--- src/rtl/node_pkg.sv ---
// Shared classifier-tree node definitions, loader stream framing constants and error codes.
package node_pkg;

    localparam int MAX_RULES_PER_NODE    = 4;
    localparam int MAX_CHILDREN_PER_NODE = 8;

    localparam logic [1:0] NODE_TYPE_LEAF     = 2'd0;
    localparam logic [1:0] NODE_TYPE_INTERNAL = 2'd1;
    localparam logic [1:0] NODE_TYPE_HYBRID   = 2'd2;
    localparam logic [1:0] NODE_TYPE_RSVD     = 2'd3;

    typedef struct packed {
        logic [127:0] key;
        logic [127:0] mask;
        logic [55:0]  action;
        logic [7:0]   weight;
    } rule_s;

    typedef struct packed {
        logic [1:0]                                node_type;
        logic [3:0]                                rule_count;
        logic [3:0]                                child_count;
        logic [25:0]                               node_id;
        rule_s [MAX_RULES_PER_NODE-1:0]            rules;
        logic [MAX_CHILDREN_PER_NODE-1:0][31:0]    children;
    } node_s;

    localparam int NODE_WORD_W    = 32;
    localparam int NODE_NUM_WORDS = ($bits(node_s) + NODE_WORD_W - 1) / NODE_WORD_W;

    localparam logic [1:0] ERR_NONE  = 2'd0;
    localparam logic [1:0] ERR_SHORT = 2'd1;
    localparam logic [1:0] ERR_LONG  = 2'd2;
    localparam logic [1:0] ERR_FIELD = 2'd3;

endpackage

--- src/rtl/node_field_check.sv ---
// Combinational sanity check of a reassembled node: reserved type and count limits.
// No latency; the loader registers the outcome alongside its state.
module node_field_check
    import node_pkg::*;
(
    input  node_s      node_i,
    output logic       ok_o,
    output logic [1:0] code_o
);

    logic bad_type;
    logic bad_rules;
    logic bad_children;

    assign bad_type     = (node_i.node_type == NODE_TYPE_RSVD);
    assign bad_rules    = (32'(node_i.rule_count)  > MAX_RULES_PER_NODE);
    assign bad_children = (32'(node_i.child_count) > MAX_CHILDREN_PER_NODE);

    assign ok_o   = !(bad_type || bad_rules || bad_children);
    assign code_o = ok_o ? ERR_NONE : ERR_FIELD;

endmodule

--- src/rtl/node_word_loader.sv ---
// Rebuilds node_s from an MSB-first word stream; node valid the cycle after the last word.
// Stalls input (ready low) while a node waits for the consumer; errors pulse one cycle.
module node_word_loader
    import node_pkg::*;
#(
    parameter int WORD_W    = NODE_WORD_W,
    parameter int NODE_W    = $bits(node_s),
    parameter int NUM_WORDS = (NODE_W + WORD_W - 1) / WORD_W
) (
    input  logic              clk_in,
    input  logic              rst_in,
    input  logic [WORD_W-1:0] word_in,
    input  logic              word_valid_in,
    input  logic              word_last_in,
    output logic              word_ready_out,
    output node_s             node_out,
    output logic              node_valid_out,
    input  logic              node_ready_in,
    output logic              err_out,
    output logic [1:0]        err_code_out,
    output logic [31:0]       node_count_out
);

    localparam int IDX_W = (NUM_WORDS > 1) ? $clog2(NUM_WORDS) : 1;
    localparam logic [IDX_W-1:0] LAST_IDX = IDX_W'(NUM_WORDS - 1);

    typedef enum logic [1:0] {
        ST_COLLECT = 2'd0,
        ST_FULL    = 2'd1,
        ST_DRAIN   = 2'd2
    } state_e;

    state_e            state_q;
    logic [IDX_W-1:0]  idx_q;
    logic [NODE_W-1:0] buf_q;
    logic [NODE_W-1:0] buf_d;
    logic              err_q;
    logic [1:0]        err_code_q;
    logic [31:0]       count_q;
    logic              chk_ok;
    logic [1:0]        chk_code;

    // Pad bits fall off the top as the remaining words shift in.
    assign buf_d = NODE_W'({buf_q, word_in});

    node_field_check u_check (
        .node_i (node_s'(buf_d)),
        .ok_o   (chk_ok),
        .code_o (chk_code)
    );

    always_ff @(posedge clk_in) begin
        if (rst_in) begin
            state_q    <= ST_COLLECT;
            idx_q      <= '0;
            buf_q      <= '0;
            err_q      <= 1'b0;
            err_code_q <= ERR_NONE;
            count_q    <= '0;
        end else begin
            err_q <= 1'b0;
            case (state_q)
                ST_COLLECT: begin
                    if (word_valid_in) begin
                        buf_q <= buf_d;
                        if (idx_q == LAST_IDX) begin
                            idx_q <= '0;
                            if (!word_last_in) begin
                                err_q      <= 1'b1;
                                err_code_q <= ERR_LONG;
                                state_q    <= ST_DRAIN;
                            end else if (chk_ok) begin
                                state_q <= ST_FULL;
                            end else begin
                                err_q      <= 1'b1;
                                err_code_q <= chk_code;
                            end
                        end else if (word_last_in) begin
                            idx_q      <= '0;
                            err_q      <= 1'b1;
                            err_code_q <= ERR_SHORT;
                        end else begin
                            idx_q <= idx_q + 1'b1;
                        end
                    end
                end
                ST_DRAIN: begin
                    if (word_valid_in && word_last_in) begin
                        state_q <= ST_COLLECT;
                    end
                end
                ST_FULL: begin
                    if (node_ready_in) begin
                        count_q <= count_q + 32'd1;
                        state_q <= ST_COLLECT;
                    end
                end
                default: begin
                    state_q <= ST_COLLECT;
                    idx_q   <= '0;
                end
            endcase
        end
    end

    assign word_ready_out = (state_q != ST_FULL);
    assign node_valid_out = (state_q == ST_FULL);
    assign node_out       = node_s'(buf_q);
    assign err_out        = err_q;
    assign err_code_out   = err_code_q;
    assign node_count_out = count_q;

endmodule

--- config.mk ---
export PLATFORM = sky130hd
export DESIGN_NAME = node_word_loader
export DESIGN_NICKNAME = d
export VERILOG_FILES = /design/src/rtl/node_pkg.sv /design/src/rtl/node_field_check.sv /design/src/rtl/node_word_loader.sv
export SDC_FILE = /design/constraint.sdc
export NUM_CORES = 2
export LEC_CHECK = 0
export ABC_CLOCK_PERIOD_IN_PS = 1750
export CAP_MARGIN = 30
export CORE_AREA = 2 2 638 640
export DETAILED_ROUTE_END_ITERATION = 16
export DIE_AREA = 0 0 640 642
export MAX_ROUTING_LAYER = met4
export SETUP_SLACK_MARGIN = 0.4
export SLEW_MARGIN = 15
export SYNTH_ARGS = -nofsm -noshare
export SYNTH_HDL_FRONTEND = slang
export SYNTH_SLANG_ARGS = --single-unit
--- constraint.sdc ---
create_clock -name clk_in -period 1.75 [get_ports clk_in]
set_input_delay 0.175 -clock clk_in [delete_from_list [all_inputs] [get_ports clk_in]]
set_output_delay 0.175 -clock clk_in [all_outputs]
set_load 0.02 [all_outputs]
* Yosys cells after proc, flatten, opt, wreduce, memory -nomap -nowiden *
Index checks and enable logic that the tools add are counted.

storage, ports and cells
  register bits after elaboration = 1,615
  input bits = 37

operators by class
  add/subtract/negate cells = 2
  $lt $le $gt $ge = 2
  equality and inequality tests = 11
  reduce and logical (&&, ||, !) cells = 12
  mux-type cells = 19
  bitwise gates (word level) = 3

operators with widths
  kind                     count
  $add A32 B1 Y32 const B  1
  $mux W2                  10
  $mux W6                  3
  $pmux W6 S2              1
  $add A6 B1 Y6 const B    1
  $eq A6 B6 Y1 const B     1
  $ne A2 B2 Y1 const B     3
  $pmux W2 S3              1
  $reduce_and A2 Y1        3
  $reduce_and A5 Y1        1
  $eq A2 B2 Y1 const B     2
  $gt A4 B3 Y1 const B     1
  $gt A4 B4 Y1 const B     1
  $mux W1                  4
  $ne A2 B1 Y1 const B     2
  $reduce_and A4 Y1        1
  $ne A3 B2 Y1 const B     1
  $ne A3 B3 Y1 const B     1
  $not A1 Y1               3
  $reduce_or A3 Y1         1
  $eq A2 B1 Y1 const B     1
  $logic_not A2 Y1         1
  $logic_or A1 B1 Y1       2
  $reduce_bool A2 Y1       1
  2 further kinds          2

* Logic depth before layout (Yosys ltp) *
  word-level depth = 8
  depth in mapped cells = 9

* By module *
From an unflattened synthesis, not the netlist that was laid out.

unflattened totals
  cells, all modules = 7,053
  area total of the unflattened synthesis = 55,345.6 um2

modules (own cells, without submodules)
  module            area each (um2)  cells an instance  instances
  node_word_loader  55,304.3         7,047              1
  node_field_check  41.3             6                  1

* Least setup slack after synthesis *
No wires, ideal clock.

  path kind = register to register
  from = reg state_q[1]
  to = reg count_q[23], in the netlist node_count_out[23]
  stages on the path, launching flop included = 8
  library setup time = 0.121 ns
  data arrival time = 1.787 ns
  slack = -0.158 ns
  cell sequence = dfxtp_1 inv_1 ha_1 and4_1 buf_4 nand2_1 nor4_1 mux2_2

between the ends
  word-level cells in the longest chain between the ends = 2

RTL lines
  item                                line                    text
  start, declared                     node_word_loader.sv:33  state_e state_q;
  start signal, assigned              node_word_loader.sv:54  state_q <= ST_COLLECT;
  start signal, assigned              node_word_loader.sv:71  state_q <= ST_DRAIN;
  start signal, assigned              node_word_loader.sv:73  state_q <= ST_FULL;
  $eq A2 B1 Y1                        --
  named net node_valid_out            node_word_loader.sv:17  output logic node_valid_out,
  $reduce_and A2 Y1 (no source line)  --
  end signal, assigned                node_word_loader.sv:94  count_q <= count_q + 32'd1;
  end, declared                       node_word_loader.sv:39  logic [31:0] count_q;

The timed path passes the listed nets, and every way through them passes these cells.
A chain may end at the register's enable or synchronous reset.

* Worst setup path in the final report *
  from = reg state_q[1]
  to = reg count_q[15], in the netlist node_count_out[15]

between the ends
  word-level cells in the longest chain between the ends = 2

RTL lines
  item                                line                    text
  $eq A2 B1 Y1                        node_word_loader.sv:62  case (state_q)
  $reduce_and A2 Y1 (no source line)  --

No other way between the ends.

==> metrics.txt <==
CTS sink cnt between 1.5k and 2k; Reg clk slew, reported paths around 60 ps; Mean Syn Cell Area 7.86 µm²; WL met3 about 23000 µm; number of CTS-inserted buffers roughly 190; Crit path required time ~2500 ps; H-tree Lvls 4; metal1 wirelength about 130000 µm; Remaining DRCs 0; CP Capture Type flop; Final Hold Fails 0; layout cells sized above 1 about half; crit path from state_q[1]; register area approximately 35000 µm²; per-cell routed wire length around 23 µm; Highest Clock Rate 485 MHz; Crit-path slowest cell or3_1; Max VDD drop roughly 0.00084 V; largest net degree at the start of global routing ~110; RSZ-0062 raised after global routing true; setup TNS -163400 ps; Tmin final approximately 2100 ps; worst path cell trace inv_4, ha_4, buf_4, buf_12, and4_1, buf_6, nand4_1, or3_1, a21oi_2; met2 WL approximately 180000 µm; Cells after Synth 7070; library cells used by synthesis 43; status finished, violations left; critical path type flop to flop; post-synthesis sequential area ratio 58.2%; CP max stage delay 440 ps; yosys warns 0; drt total wl 355000 µm; IO Port Bufs between 1.5k and 2k; FILL cells around 43k; top cells by count, synth nand2_1 (3161), dfxtp_1 (1615), a21oi_1 (1589), clkbuf_1 (311), buf_2 (191); Die Wd roughly 640 µm; Worst Tran Pin Value between 600 and 700 ps; global placement routability congestion approximately 0.94; worst skew pair latency approximately 900 ps; area occupied by multi-input gates 21300 µm²; cell taking the most area after synthesis dfxtp_1; vias in the first global route between 50k and 60k; post-synthesis cell area ~56000 µm²; startpoint types flop; Final HPWL DP 263000 µm; final worst slack -313 ps; Post-synth EDFFs 0; Die ar. 411000 µm²; Seq cells post-synth 1615; vias per std cell 3.97; synthesis-to-finish area growth 85.6%; root buffer cell clkbuf_16; max_slew headroom approximately three fifths; post-synth top area share between 50% and 60%; # placed instances 14.1k; failing checks negative setup slack; Hold Crit Class input pin to flop; HP Start word_in[26]; internal reg-to-reg setup slack -310 ps; Reg-to-Reg End node_count_out[15]; Critical Path End node_count_out[15]; Syn Nets slightly above 7k; CTS tree yes; antenna violations before repair 40; WP data arrival 2850 ps; worst r2r path cells 9; worst-path fanout max 7; Layout Skew ~45 ps; top layer in use met4; max cap viols 0; final slew viol count 0; ys flop type dfxtp_1; hold slack roughly 74 ps; Setup Viol. Count Final ~1.5k; most frequent cell after synthesis nand2_1; period utilization 118%; initial DRC count between 4k and 5k; Synth async-reset ratio 0%; grt total ovfl 0; cell row count between 200 and 250; via count 62.1k; GRT Overall Usage 16.2%; Die Y-Extent ~640 µm; non-filler cells, final ~16k; Lkg Pwr 40.3 nW; placeable core region approximately 400000 µm²; synth top area cells dfxtp_1 (58%), nand2_1 (21%), a21oi_1 (14%); global-route wire length before repair roughly 460000 µm; Post-DRT Antenna Nets 0; CTS max path bufs 4; worst reg2reg path startpoint state_q[1]; Initial Utilization 13.7%; # IOs approximately 1.6k; number of detailed-route iterations in the first pass 6; # nets final around 10k; pwr dens 798 nW/µm²
-- stage by stage --
step                util, %  setup WS [ps]  area [µm²]  power [mW]
CTS                    23.6           -480       95500        82.9
global placement       20.3           -447       82000        41.1
global route           25.5           -449      103000        84.8
finish                 25.5           -313      103000        82.4
floorplan                 -           56.3       56100        39.6
detailed placement     20.3           -459       82000        41.1
-- cell families (layout without fill, tap and decap cells) --
kind of cell / after synthesis / count (layout) / share of synthesized area (%)
mux: 3 / 3 / 0.0608
compound gates: 1625 / 1625 / 14.8
fa+ha+maj: 6 / 6 / 0.135
xor+xnor: 16 / 16 / 0.252
simple gates: 3260 / 3260 / 22.5
other cells: 0 / 21 / 0
flops: 1615 / 1615 / 58.2
buf+inv: 545 / 3638 / 4.13
-- what timing repair did --
action,CTS,global route
gates cloned,0,20
setup endpoints to repair,3224,3223
hold buffers,29,0
setup buffers,521,558
pin swaps,1,25
hold endpoints to repair,364,0
gates resized for setup,5140,5670
-- state kept, by name, summed over array words and instances (netlist names) --
| register | count |
|---|---|
| err_code_out | 2 |
| node_out | 1572 |
| idx_q | 6 |
| err_out | 1 |
| state_q | 2 |
| node_count_out | 32 |
-- report_power, final --
group,switching [mW],internal (mW),total (mW)
Clock,17.5,24.6,42.2
Combinational,2.63,1.29,3.92
Sequential,0.105,36.2,36.3
-- layout make-up --
type                            instances  share of cell area (%)
Inverter                               12                  0.0461
Sequential cell                      1615                    34.2
Antenna cell                           21                  0.0509
Timing Repair Buffer                 3279                    32.1
Multi-Input combinational cell       4910                    20.6
Clock inverter                         65                   0.820
Tap cell                             5428                    6.58
Clock buffer                          282                    5.53
-- worst min-delay path by stage --
| stage | end | slack (ps) | cells past startpoint |
|---|---|---|---|
| floorplan | node_out[0] | 310 | 2 |
| global placement | node_out[1546] | 440 | 2 |
| detailed placement | node_out[1560] | 450 | 2 |
| CTS | node_out[11] | 30 | 3 |
| global route | node_out[26] | 40 | 3 |
| finish | node_out[26] | 70 | 3 |
-- cell usage in the layout, fill, tap and decap left out, types with 34 or more instances in the layout --
| cell | count |
|---|---|
| clkbuf_16 | 214 |
| clkbuf_8 | 48 |
| buf_12 | 151 |
| buf_4 | 1486 |
| buf_6 | 1497 |
| a21oi_1 | 1561 |
| dfxtp_4 | 451 |
| clkdlybuf4s50_1 | 38 |
| clkbuf_1 | 38 |
| dfxtp_2 | 1015 |
| nand2_1 | 3140 |
| buf_8 | 34 |
| dfxtp_1 | 149 |
-- layer usage --
layer  up-vias  track usage (%)
met5         -                -
met4         0             7.68
met3       643             3.40
met2      2504             28.3
met1     30131             17.4
li1      28776                -
-- critical path: cells and delay by family, from the launching register on --
kind            cells  cell delay, ps
fa+ha+maj           1             160
buf+inv             4             450
compound gates      1             130
simple gates        3             870
flops               1             350
(Power assumes the default switching activity.)
